===== src/rtl/chip_seq_pkg.sv =====
// ============================================================================
//  Module   : chip_seq_pkg
//  Purpose  : Shared types, constants and helpers for the ChIP valve sequencer
//  Revision : 1.0  initial release
// ============================================================================
`default_nettype none

package chip_seq_pkg;

    // Host-visible operation codes; 6 and 7 are illegal.
    typedef enum logic [2:0] {
        OP_NOP     = 3'd0,
        OP_LOAD    = 3'd1,
        OP_BEAD    = 3'd2,
        OP_MIX_FWD = 3'd3,
        OP_MIX_REV = 3'd4,
        OP_WASH    = 3'd5
    } op_e;

    // Sequencer states; the guard states are only reachable with CHIP_BBM_GUARD_EN.
    typedef enum logic [2:0] {
        ST_IDLE       = 3'd0,
        ST_HOLD       = 3'd1,
        ST_PUMP       = 3'd2,
        ST_GUARD_PRE  = 3'd3,
        ST_GUARD_POST = 3'd4
    } state_e;

    // Valve air lines in port order (first member is the MSB); 1 = closed.
    typedef struct packed {
        logic ring_in_ctrl;
        logic ring_out_ctrl;
        logic sieve_ctrl;
        logic collect_ctrl;
        logic inlet_ctrl;
        logic outlet_ctrl;
        logic bead_ctrl;
        logic pump1;
        logic pump2;
        logic pump3;
    } valve_vec_t;

    localparam valve_vec_t VALVES_CLOSED = '1;

    // Peristaltic phases {pump1,pump2,pump3}; entry 0 is the first forward phase.
    localparam logic [5:0][2:0] PUMP_PHASES = {
        3'b010, 3'b110, 3'b100, 3'b101, 3'b001, 3'b011
    };

    localparam logic [2:0] PHASE_FIRST = 3'd0;
    localparam logic [2:0] PHASE_LAST  = 3'd5;

    // Table lookup with constant indices; out-of-range indices give all-closed.
    function automatic logic [2:0] pump_pattern(input logic [2:0] idx);
        logic [2:0] pat;
        case (idx)
            3'd0:    pat = PUMP_PHASES[0];
            3'd1:    pat = PUMP_PHASES[1];
            3'd2:    pat = PUMP_PHASES[2];
            3'd3:    pat = PUMP_PHASES[3];
            3'd4:    pat = PUMP_PHASES[4];
            3'd5:    pat = PUMP_PHASES[5];
            default: pat = 3'b111;
        endcase
        return pat;
    endfunction

    // Static valve pattern for the hold-type operations.
    function automatic valve_vec_t hold_pattern(input logic [2:0] op);
        valve_vec_t v;
        v = VALVES_CLOSED;
        case (op)
            OP_LOAD: begin
                v.inlet_ctrl  = 1'b0;
                v.outlet_ctrl = 1'b0;
            end
            OP_BEAD: begin
                v.bead_ctrl   = 1'b0;
                v.outlet_ctrl = 1'b0;
            end
            OP_WASH: begin
                v.ring_in_ctrl  = 1'b0;
                v.ring_out_ctrl = 1'b0;
                v.sieve_ctrl    = 1'b0;
                v.collect_ctrl  = 1'b0;
            end
            default: v = VALVES_CLOSED;
        endcase
        return v;
    endfunction

    function automatic logic op_is_mix(input logic [2:0] op);
        return (op == OP_MIX_FWD) || (op == OP_MIX_REV);
    endfunction

endpackage

`default_nettype wire


===== src/rtl/chip_peristaltic_gen.sv =====
// ============================================================================
//  Module   : chip_peristaltic_gen
//  Purpose  : 6-phase peristaltic pump stepper. Exposes the pattern for the
//             next cycle so the caller can register it alongside other valves,
//             and flags the final cycle of the final revolution.
//  Revision : 1.0  initial release
// ============================================================================
`default_nettype none

module chip_peristaltic_gen
    import chip_seq_pkg::*;
#(
    parameter int ARG_W        = 16,
    parameter int DWELL_CYCLES = 4
) (
    input  logic             clk,
    input  logic             rst_n,
    input  logic             start,
    input  logic             stop,
    input  logic             dir,
    input  logic [ARG_W-1:0] revs,
    output logic [2:0]       pattern_next,
    output logic             last
);

    localparam int             DW           = $clog2(DWELL_CYCLES + 1);
    localparam logic [DW-1:0]  DWELL_RELOAD = DW'(DWELL_CYCLES - 1);

    logic             active, active_d;
    logic             dir_q, dir_d;
    logic [2:0]       phase, phase_d;
    logic [DW-1:0]    dwell, dwell_d;
    logic [ARG_W-1:0] rev, rev_d;
    logic             at_end;

    // A revolution ends on phase 5 going forward, phase 0 going in reverse.
    assign at_end = (phase == (dir_q ? PHASE_FIRST : PHASE_LAST));
    assign last   = active && (dwell == '0) && at_end && (rev == '0);

    // Next-state: start loads, stop parks, otherwise dwell then step the phase.
    always_comb begin
        active_d = active;
        dir_d    = dir_q;
        phase_d  = phase;
        dwell_d  = dwell;
        rev_d    = rev;
        if (start) begin
            active_d = 1'b1;
            dir_d    = dir;
            phase_d  = dir ? PHASE_LAST : PHASE_FIRST;
            dwell_d  = DWELL_RELOAD;
            rev_d    = revs - 1'b1;
        end else if (stop) begin
            active_d = 1'b0;
        end else if (active) begin
            if (dwell != '0) begin
                dwell_d = dwell - 1'b1;
            end else begin
                dwell_d = DWELL_RELOAD;
                if (at_end) begin
                    if (rev == '0) begin
                        active_d = 1'b0;
                    end else begin
                        rev_d = rev - 1'b1;
                    end
                end
                if (dir_q) begin
                    phase_d = (phase == PHASE_FIRST) ? PHASE_LAST : phase - 3'd1;
                end else begin
                    phase_d = (phase == PHASE_LAST) ? PHASE_FIRST : phase + 3'd1;
                end
            end
        end
    end

    assign pattern_next = pump_pattern(phase_d);

    // Stepper state register.
    always_ff @(posedge clk) begin
        if (!rst_n) begin
            active <= 1'b0;
            dir_q  <= 1'b0;
            phase  <= PHASE_FIRST;
            dwell  <= '0;
            rev    <= '0;
        end else begin
            active <= active_d;
            dir_q  <= dir_d;
            phase  <= phase_d;
            dwell  <= dwell_d;
            rev    <= rev_d;
        end
    end

endmodule

`default_nettype wire


===== src/rtl/chip_valve_sequencer.sv =====
// ============================================================================
//  Module   : chip_valve_sequencer
//  Purpose  : Accepts one valve operation at a time and drives timed valve
//             patterns (static holds or a peristaltic pump drive) to the
//             ChIP chamber's solenoid bank. All outputs are registered.
//  Options  : CHIP_BBM_GUARD_EN - inserts GUARD_CYCLES of all-closed before
//             and after each pattern (break-before-make). GUARD_CYCLES must
//             be >= 1 when enabled.
//  Revision : 1.0  initial release
// ============================================================================
`default_nettype none

module chip_valve_sequencer
    import chip_seq_pkg::*;
#(
    parameter int ARG_W        = 16,
    parameter int DWELL_CYCLES = 4,
    parameter int GUARD_CYCLES = 2
) (
    input  logic             clk,
    input  logic             rst_n,
    input  logic             cmd_valid,
    output logic             cmd_ready,
    input  logic [2:0]       cmd_op,
    input  logic [ARG_W-1:0] cmd_arg,
    input  logic             abort,
    output logic             busy,
    output logic             done,
    output logic             err,
    output logic             ring_in_ctrl,
    output logic             ring_out_ctrl,
    output logic             sieve_ctrl,
    output logic             collect_ctrl,
    output logic             inlet_ctrl,
    output logic             outlet_ctrl,
    output logic             bead_ctrl,
    output logic             pump1,
    output logic             pump2,
    output logic             pump3
);

    state_e           state, state_d;
    valve_vec_t       valves, valves_d;
    logic             done_q, done_d;
    logic             err_q, err_d;
    logic [ARG_W-1:0] cnt, cnt_d;
    logic             launch;
    logic             finish;
    logic [2:0]       start_op;
    logic [ARG_W-1:0] start_arg;
    logic             gen_start;
    logic             gen_last;
    logic [2:0]       gen_pattern;

`ifdef CHIP_BBM_GUARD_EN
    localparam int            GW           = (GUARD_CYCLES > 1) ? $clog2(GUARD_CYCLES) : 1;
    localparam logic [GW-1:0] GUARD_RELOAD = GW'(GUARD_CYCLES - 1);

    logic [2:0]       op_q, op_d;
    logic [ARG_W-1:0] arg_q, arg_d;
    logic [GW-1:0]    gcnt, gcnt_d;

    // The pattern starts once the leading guard gap has elapsed.
    assign start_op  = op_q;
    assign start_arg = arg_q;
    assign launch    = (state == ST_GUARD_PRE) && (gcnt == '0) && !abort;
`else
    // The pattern starts directly on acceptance of a legal, non-empty op.
    assign start_op  = cmd_op;
    assign start_arg = cmd_arg;
    assign launch    = (state == ST_IDLE) && cmd_valid && (cmd_op != OP_NOP)
                       && (cmd_op <= OP_WASH) && (cmd_arg != '0);
`endif

    assign gen_start = launch && op_is_mix(start_op);

    chip_peristaltic_gen #(
        .ARG_W        (ARG_W),
        .DWELL_CYCLES (DWELL_CYCLES)
    ) u_pump (
        .clk          (clk),
        .rst_n        (rst_n),
        .start        (gen_start),
        .stop         (abort),
        .dir          (start_op == OP_MIX_REV),
        .revs         (start_arg),
        .pattern_next (gen_pattern),
        .last         (gen_last)
    );

    // Next-state and next-output logic; abort overrides everything outside IDLE.
    always_comb begin
        state_d  = state;
        valves_d = valves;
        done_d   = 1'b0;
        err_d    = 1'b0;
        cnt_d    = cnt;
        finish   = 1'b0;
`ifdef CHIP_BBM_GUARD_EN
        op_d     = op_q;
        arg_d    = arg_q;
        gcnt_d   = gcnt;
`endif
        case (state)
            ST_IDLE: begin
                if (cmd_valid) begin
                    if (cmd_op > OP_WASH) begin
                        err_d = 1'b1;
                    end else if ((cmd_op == OP_NOP) || (cmd_arg == '0)) begin
                        done_d = 1'b1;
                    end
`ifdef CHIP_BBM_GUARD_EN
                    else begin
                        state_d = ST_GUARD_PRE;
                        gcnt_d  = GUARD_RELOAD;
                        op_d    = cmd_op;
                        arg_d   = cmd_arg;
                    end
`endif
                end
            end
            ST_HOLD: begin
                if (cnt == '0) begin
                    finish = 1'b1;
                end else begin
                    cnt_d = cnt - 1'b1;
                end
            end
            ST_PUMP: begin
                {valves_d.pump1, valves_d.pump2, valves_d.pump3} = gen_pattern;
                if (gen_last) begin
                    finish = 1'b1;
                end
            end
`ifdef CHIP_BBM_GUARD_EN
            ST_GUARD_PRE: begin
                if (gcnt != '0) begin
                    gcnt_d = gcnt - 1'b1;
                end
            end
            ST_GUARD_POST: begin
                if (gcnt == '0) begin
                    state_d = ST_IDLE;
                    done_d  = 1'b1;
                end else begin
                    gcnt_d = gcnt - 1'b1;
                end
            end
`endif
            default: begin
                state_d  = ST_IDLE;
                valves_d = VALVES_CLOSED;
            end
        endcase

        if (launch) begin
            if (op_is_mix(start_op)) begin
                state_d  = ST_PUMP;
                valves_d = VALVES_CLOSED;
                {valves_d.pump1, valves_d.pump2, valves_d.pump3} = gen_pattern;
            end else begin
                state_d  = ST_HOLD;
                valves_d = hold_pattern(start_op);
                cnt_d    = start_arg - 1'b1;
            end
        end

        if (finish) begin
            valves_d = VALVES_CLOSED;
`ifdef CHIP_BBM_GUARD_EN
            state_d  = ST_GUARD_POST;
            gcnt_d   = GUARD_RELOAD;
`else
            state_d  = ST_IDLE;
            done_d   = 1'b1;
`endif
        end

        if (abort && (state != ST_IDLE)) begin
            state_d  = ST_IDLE;
            valves_d = VALVES_CLOSED;
            done_d   = 1'b0;
            err_d    = 1'b1;
        end
    end

    // State and registered outputs.
    always_ff @(posedge clk) begin
        if (!rst_n) begin
            state  <= ST_IDLE;
            valves <= VALVES_CLOSED;
            done_q <= 1'b0;
            err_q  <= 1'b0;
            cnt    <= '0;
        end else begin
            state  <= state_d;
            valves <= valves_d;
            done_q <= done_d;
            err_q  <= err_d;
            cnt    <= cnt_d;
        end
    end

`ifdef CHIP_BBM_GUARD_EN
    // Latched command and guard-gap counter.
    always_ff @(posedge clk) begin
        if (!rst_n) begin
            op_q  <= OP_NOP;
            arg_q <= '0;
            gcnt  <= '0;
        end else begin
            op_q  <= op_d;
            arg_q <= arg_d;
            gcnt  <= gcnt_d;
        end
    end
`endif

    assign cmd_ready     = (state == ST_IDLE);
    assign busy          = (state != ST_IDLE);
    assign done          = done_q;
    assign err           = err_q;
    assign ring_in_ctrl  = valves.ring_in_ctrl;
    assign ring_out_ctrl = valves.ring_out_ctrl;
    assign sieve_ctrl    = valves.sieve_ctrl;
    assign collect_ctrl  = valves.collect_ctrl;
    assign inlet_ctrl    = valves.inlet_ctrl;
    assign outlet_ctrl   = valves.outlet_ctrl;
    assign bead_ctrl     = valves.bead_ctrl;
    assign pump1         = valves.pump1;
    assign pump2         = valves.pump2;
    assign pump3         = valves.pump3;

    // Inlet and bead lines must never be open together.
    a_interlock: assert property (@(posedge clk) disable iff (!rst_n)
                                  (valves.inlet_ctrl || valves.bead_ctrl));

    // Parameter sanity: a phase must last at least one cycle, a guard gap at least one.
    a_params: assert property (@(posedge clk)
                               (DWELL_CYCLES >= 1) && (GUARD_CYCLES >= 1));

endmodule

`default_nettype wire


===== config.mk =====
export PLATFORM = sky130hd
export DESIGN_NAME = chip_valve_sequencer
export DESIGN_NICKNAME = d
export VERILOG_FILES = /design/src/rtl/chip_seq_pkg.sv /design/src/rtl/chip_peristaltic_gen.sv /design/src/rtl/chip_valve_sequencer.sv
export SDC_FILE = /design/constraint.sdc
export NUM_CORES = 1
export LEC_CHECK = 0
export CORE_UTILIZATION = 25
export CTS_CLUSTER_SIZE = 8
export DETAILED_ROUTE_END_ITERATION = 8
export GPL_TIMING_DRIVEN = 0
export PLACE_DENSITY = 0.46
export SYNTH_ARGS = -nofsm -noshare
export SYNTH_HDL_FRONTEND = slang
export SYNTH_SLANG_ARGS = --single-unit

===== constraint.sdc =====
create_clock -name clk -period 3.05 [get_ports clk]
set_clock_uncertainty 0.1 [all_clocks]
set_input_delay 0.305 -clock clk [delete_from_list [all_inputs] [get_ports clk]]
set_output_delay 0.305 -clock clk [all_outputs]
set_load 0.01 [all_outputs]

==> run summary <==
Post-CTS Setup Inserts = 0
YS warnings = 0
Share of layout cells above drive strength 1 = 6.96%
Fin nets = 494
CP max FO = 10
Die width = 117 um
Clock Tree Root = clkbuf_16
Top post-synthesis cells by area = dfxtp_1 (31%), nand2_1 (6.3%), xnor2_1 (5.5%)
Longest Clk Path Bufs = 2
Post-synth top area share = 30.8%
Total Routed Length = 9290 um
Grt ovf = 0
Least-Margin Pin Slew = 0.823 ns
Core ar. = 12800 um^2
Dpl cells = 624
Drt initial violations = 186
Power Density = 459 nW/um^2
Worst-Skew Late Latency = 0.29 ns
Area of the multi-input gates = 2120 um^2
Die area = 13700 um^2
Largest net degree at the start of global routing = 15
Detail Route Antenna Nets = 0
Fin. max-slew vios = 0
Syn_nets = 453
# diodes = 0
Fmax = 0.361 GHz
Leak = 1.58 nW
First-pass GRT wire length = 15000 um
Crit path time final = 2.77 ns
Clk sinks = 51
Outcome = finished, final reports clean
Register Area = 1020 um^2
GRT Total Usage = 14.2%
Seq/Total Area, Yosys = 30.8%
Data required, critical path = 3.09 ns
Netlist cell types = 57
Ports = 37
Post-synth EDFFs = 0
Vias in the first global route = 2992
Fin Setup TNS = 0 ns
Critical path endpoint category = register
Layout Cells excl Fill = 632
H-tree levels = 2
Vias = 3094
Syn avg cell area = 7.94 um^2
CTS tree = done
Synth Flop Type = dfxtp_1
Initial Util = 26.0%
Num rows = 41
Max_cap viols = 0
Worst rel slew slack = 44.7%
Average wire per standard cell = 14.7 um
Arr. time, crit path = 2.81 ns
First-pass iteration count of the detailed router = 4
Endpoints failing setup = 0
Hold buffers post-CTS = 0
Synthesized flop and latch total = 51
Startpoint Class = primary input
Worst Hold Class = primary input to register
Asr flop ratio synth = 0%
CTS clk-pin slew, worst paths = 0.07 ns
WS Path Type = primary input to register
Period utilization = 90.7%
Max IR drop VDD = 0.189 mV
Area grow syn2layout = 21.9%
Fin. Hold Viols = 0
Port Buffer Count = 34
Most frequent cell after synthesis = nand2_1
Vias per cell = 4.90
Die span in y = 117 um
RSZ-0062 raised after global routing = false
Mapped Area = 3320 um^2
Initial antenna violation count = 0
TritonCTS Buffers = 5
Post-CTS Resized = 0
Most frequent cells after synthesis = nand2_1 (56), dfxtp_1 (51), nor2_1 (28)
DP HPWL = 7220 um
Gate Count Post-Synth = 418
Gp weighted congestion = 0.845
Fillers = 1389
# DRC = 0
Largest area contributor in the netlist = dfxtp_1
[worst max-delay path, stage by stage]
cell and delay [ns]:
clkdlybuf4s50_1 0.51, nor4_2 0.42, or3b_1 0.40, buf_6 0.15, o21ai_0 0.40, clkbuf_1 0.46
a21boi_0 0.16
[final cells by class]
cell class,instances,share of cell area (%)
Multi-Input combinational cell,325,52.4
Sequential cell,51,25.2
Timing Repair Buffer,34,8.41
Tap cell,172,5.32
Clock buffer,8,3.86
Buffer,24,3.12
Inverter,18,1.67
[cells in the final DEF, fill, tap and decap left out, types with 12 or more instances in the layout]
cell type / instances
nand2_1: 56
dfxtp_1: 51
clkdlybuf4s50_1: 34
nor2_1: 28
o21ai_0: 25
a21oi_1: 21
xnor2_1: 21
nor3_1: 20
xor2_1: 20
inv_1: 18
clkbuf_1: 14
and3_1: 12
ha_1: 12
[registers in the layout, summed over array words and instances (netlist names)]
name,count
cnt,16
u_pump.rev,16
u_pump.dwell,3
u_pump.phase,3
state,2
bead_ctrl,1
done,1
err,1
inlet_ctrl,1
outlet_ctrl,1
pump1,1
pump2,1
pump3,1
ring_in_ctrl,1
u_pump.active,1
u_pump.dir_q,1
[power breakdown]
part	switching, mW	total, mW	internal (mW)
sequential	0.0483	0.766	0.718
combinational	0.281	0.493	0.212
clock	0.246	0.597	0.350
[cells by family (layout without fill, tap and decap cells)]
kind of cell               after synthesis  count (layout)  share of synthesized area [%]
xor gates and xnor gates                41              41                           10.8
DFF                                     51              51                           30.8
and+or+nand+nor                        178             178                           28.5
adders and majority gates               12              12                           4.52
buffers and inverters                   42              84                           5.84
AOI/OAI and AO/OA                       94              94                           19.6
[through the flow]
step                      hold slack, ns  instance area, um^2  setup slack, ns  util (%)  power [mW]
after global routing               0.349                 4050           0.0339      31.7        1.96
final                              0.320                 4050            0.284      31.7        1.86
after floorplan                    0.353                 3320            0.741         -        1.11
after CTS                          0.325                 4030            0.155      31.6        1.88
after detailed placement           0.375                 3870           -0.153      30.3        1.27
after global placement             0.380                 3870          -0.0760      30.3        1.27
[metal layers]
layer	up-vias	share of wire [%]	global-route usage [%]
li1	1564	-	-
met1	1452	50	19.3
met2	67	45	23.2
met3	11	4.3	2.27
met4	0	1.4	3.97
met5	-	0	0
[final timing paths]
path            startpoint         endpoint  slack, ns  cells after the start
max reg2reg       state[1]           cnt[5]       0.40                      8
min reg2reg  u_pump.rev[4]    u_pump.rev[4]       0.39                      2
min                  rst_n  u_pump.dwell[1]       0.32                      2
max             cmd_arg[3]  u_pump.dwell[0]       0.28                      7
Note: power is estimated with default switching activity, not from simulation.
==> RTL change (same flow settings) <==
The option `CHIP_BBM_GUARD_EN` is turned on by a define.
--- a/src/rtl/chip_valve_sequencer.sv
+++ b/src/rtl/chip_valve_sequencer.sv
@@ -9,6 +9,8 @@
 //  Revision : 1.0  initial release
 // ============================================================================
 `default_nettype none
+
+`define CHIP_BBM_GUARD_EN
 
 module chip_valve_sequencer
     import chip_seq_pkg::*;
Formal check against the unedited RTL: not equivalent (a bounded check fails within 4 cycles, from zero or initial values and one cycle with rst_n low).
==> RTL change against the original RTL <==
  * Sequential power is 68% higher
  * Total power is 130% higher
  * Worst setup slack got worse by 66 ps
  * Die area grew 31%
  * Wire length grew 42%
  * Cell area grew 29%
  * Synthesized area is 32% higher
  * Sequential cell count up 21
  * Critical path type unchanged
  * Largest cell class unchanged
==> RTL change: results (changes against the original RTL) <==
Clocking
  – Source-to-sink clock delay at the later pin of the worst-skew pair: 350 ps (was 290 ps)
  – Clock transition at the registers of the reported paths: 60 ps
  – Count of H-tree levels built during CTS: 3 (was 2)
  – Clock buffer count from CTS: 9 (was 5)
  – Root Buffer Master: clkbuf_16 (unchanged)

Setup path
  – Worst Path Arrival: 2920 ps (was 2810 ps)
  – Max incr delay on CP: 560 ps (was 510 ps)
  – Library cell contributing the largest single delay on the critical path: clkbuf_1 (was clkdlybuf4s50_1)
  – Terminus of the critical flop-to-flop path: u_pump.rev[0] (was cnt[5])
  – FF-to-FF path depth: 7 (was 8)
  – FF-to-FF setup slack: 230 ps (was 400 ps)
  – Critical R2R Launch: op_q[1] (was state[1])
  – Critical path startpoint category: input pin (unchanged)

Synthesis
  – Syn nets: 567 (was 453)
  – Top cell types by occurrence after synthesis: dfxtp_1, nor2_1, nand2_1 (was nand2_1, dfxtp_1, nor2_1)
  – Share of cell area taken by muxes after synthesis: 4.380% (was 0%)
  – Xor and xnor fraction of the mapped netlist area: 4.609% (was 10.82%)
  – Post-synth cell types: 76 (was 57)
  – Main flop type after synthesis: dfxtp_1 (unchanged)
  – Post-Synthesis Cells: 536 (was 418)
  – Synth top area cells: dfxtp_1, nor2_1, mux2i_1 (was dfxtp_1, nand2_1, xnor2_1)
  – Sequential fraction of the synthesis area: 32.98% (was 30.76%)
  – Adder and majority cell fraction of the synthesized area: 2.290% (was 4.523%)
  – Area fraction in compound gates after synthesis: 21.96% (was 19.60%)

Pwr
  – Max rail drop VDD: 424.7 uV (was 189.2 uV)
  – Power per unit of standard cell area: 813.0 nW/um^2 (was 458.6 nW/um^2)
  – Clock group total power: 0.000918 W (was 0.000597 W)
  – Fraction of power consumed by sequential logic: 30.3% (was 41.3%)
  – Leakage power: 2.008 nW (was 1.575 nW)

Hold path
  – Start point of the worst hold path: u_pump.rev[9] (was rst_n)
  – End of the worst hold path: u_pump.rev[9] (was u_pump.dwell[1])

Status
  – Outcome: finished clean (unchanged)

Drt
  – Vias per cell: 5.285 (was 4.896)
  – DRC violation total after the first TritonRoute iteration: 203 (was 186)
  – Detailed Route WL: 13.23 mm (was 9.290 mm)
  – M1 WL: 6.400 mm (was 4.627 mm)
  – Wire length on met2: 5.989 mm (was 4.139 mm)
  – Met3 Routed Length: 479 um (was 395 um)

GRT
  – Maximum number of pins on one net before global-route repair: 11 (was 15)
  – Overall global routing resource usage: 15.46% (was 14.20%)
  – Number of global-route vias before repair: 4094 (was 2992)

Final layout
  – Fin nets: 613 (was 494)
  – Fraction of layout cells with a size suffix above 1: 7.192% (was 6.957%)

Placement
  – Count of buffers from port buffering: 35 (was 34)
  – Cell count after placement: 791 (was 624)
  – Placer congestion estimate: 0.8496 (was 0.8449)
  – Sum of net half-perimeters after detailed placement: 10.09 mm (was 7.217 mm)
  – Placed cell area: 4996 um^2 (was 3875 um^2)

Timing
  – Tightest slew margin relative to the limit: 32.13% (was 44.65%)

Floorplan
  – Die footprint: 18020 um^2 (was 13740 um^2)
RTL change: final cells by class:
| type | instances | area, um^2 |
|---|---|---|
| inverters | 20 | 75.07 |
| clock inverters | 2 | 10.01 |
| multi-input cells | 409 | 2684 |
| fillers | 1862 | 11580 |
| well taps | 220 | 275.3 |
| plain buffers | 35 | 170.2 |
| repair buffers | 35 | 350.3 |
| clock buffers | 11 | 232.7 |
| flip-flops and latches | 72 | 1441 |
RTL change: worst max path at each step:
| stage | startpoint | slack [ps] | endpoint |
|---|---|---|---|
| final | abort | 220 | u_pump.rev[0] |
| after global routing | op_q[0] | 60 | u_pump.rev[0] |
| after CTS | abort | 300 | u_pump.rev[0] |
| after detailed placement | abort | -40 | u_pump.rev[0] |
| after global placement | abort | -80 | u_pump.rev[0] |
| after floorplan | u_pump.dwell[0] | 870 | pump3 |
RTL change: layer usage:
layer / GRT usage [%] / vias to the layer above
met5: 0 / -
met1: 20.37 / 2054
met3: 2.041 / 15
li1: - / 2088
met2: 24.76 / 92
met4: 7.678 / 0
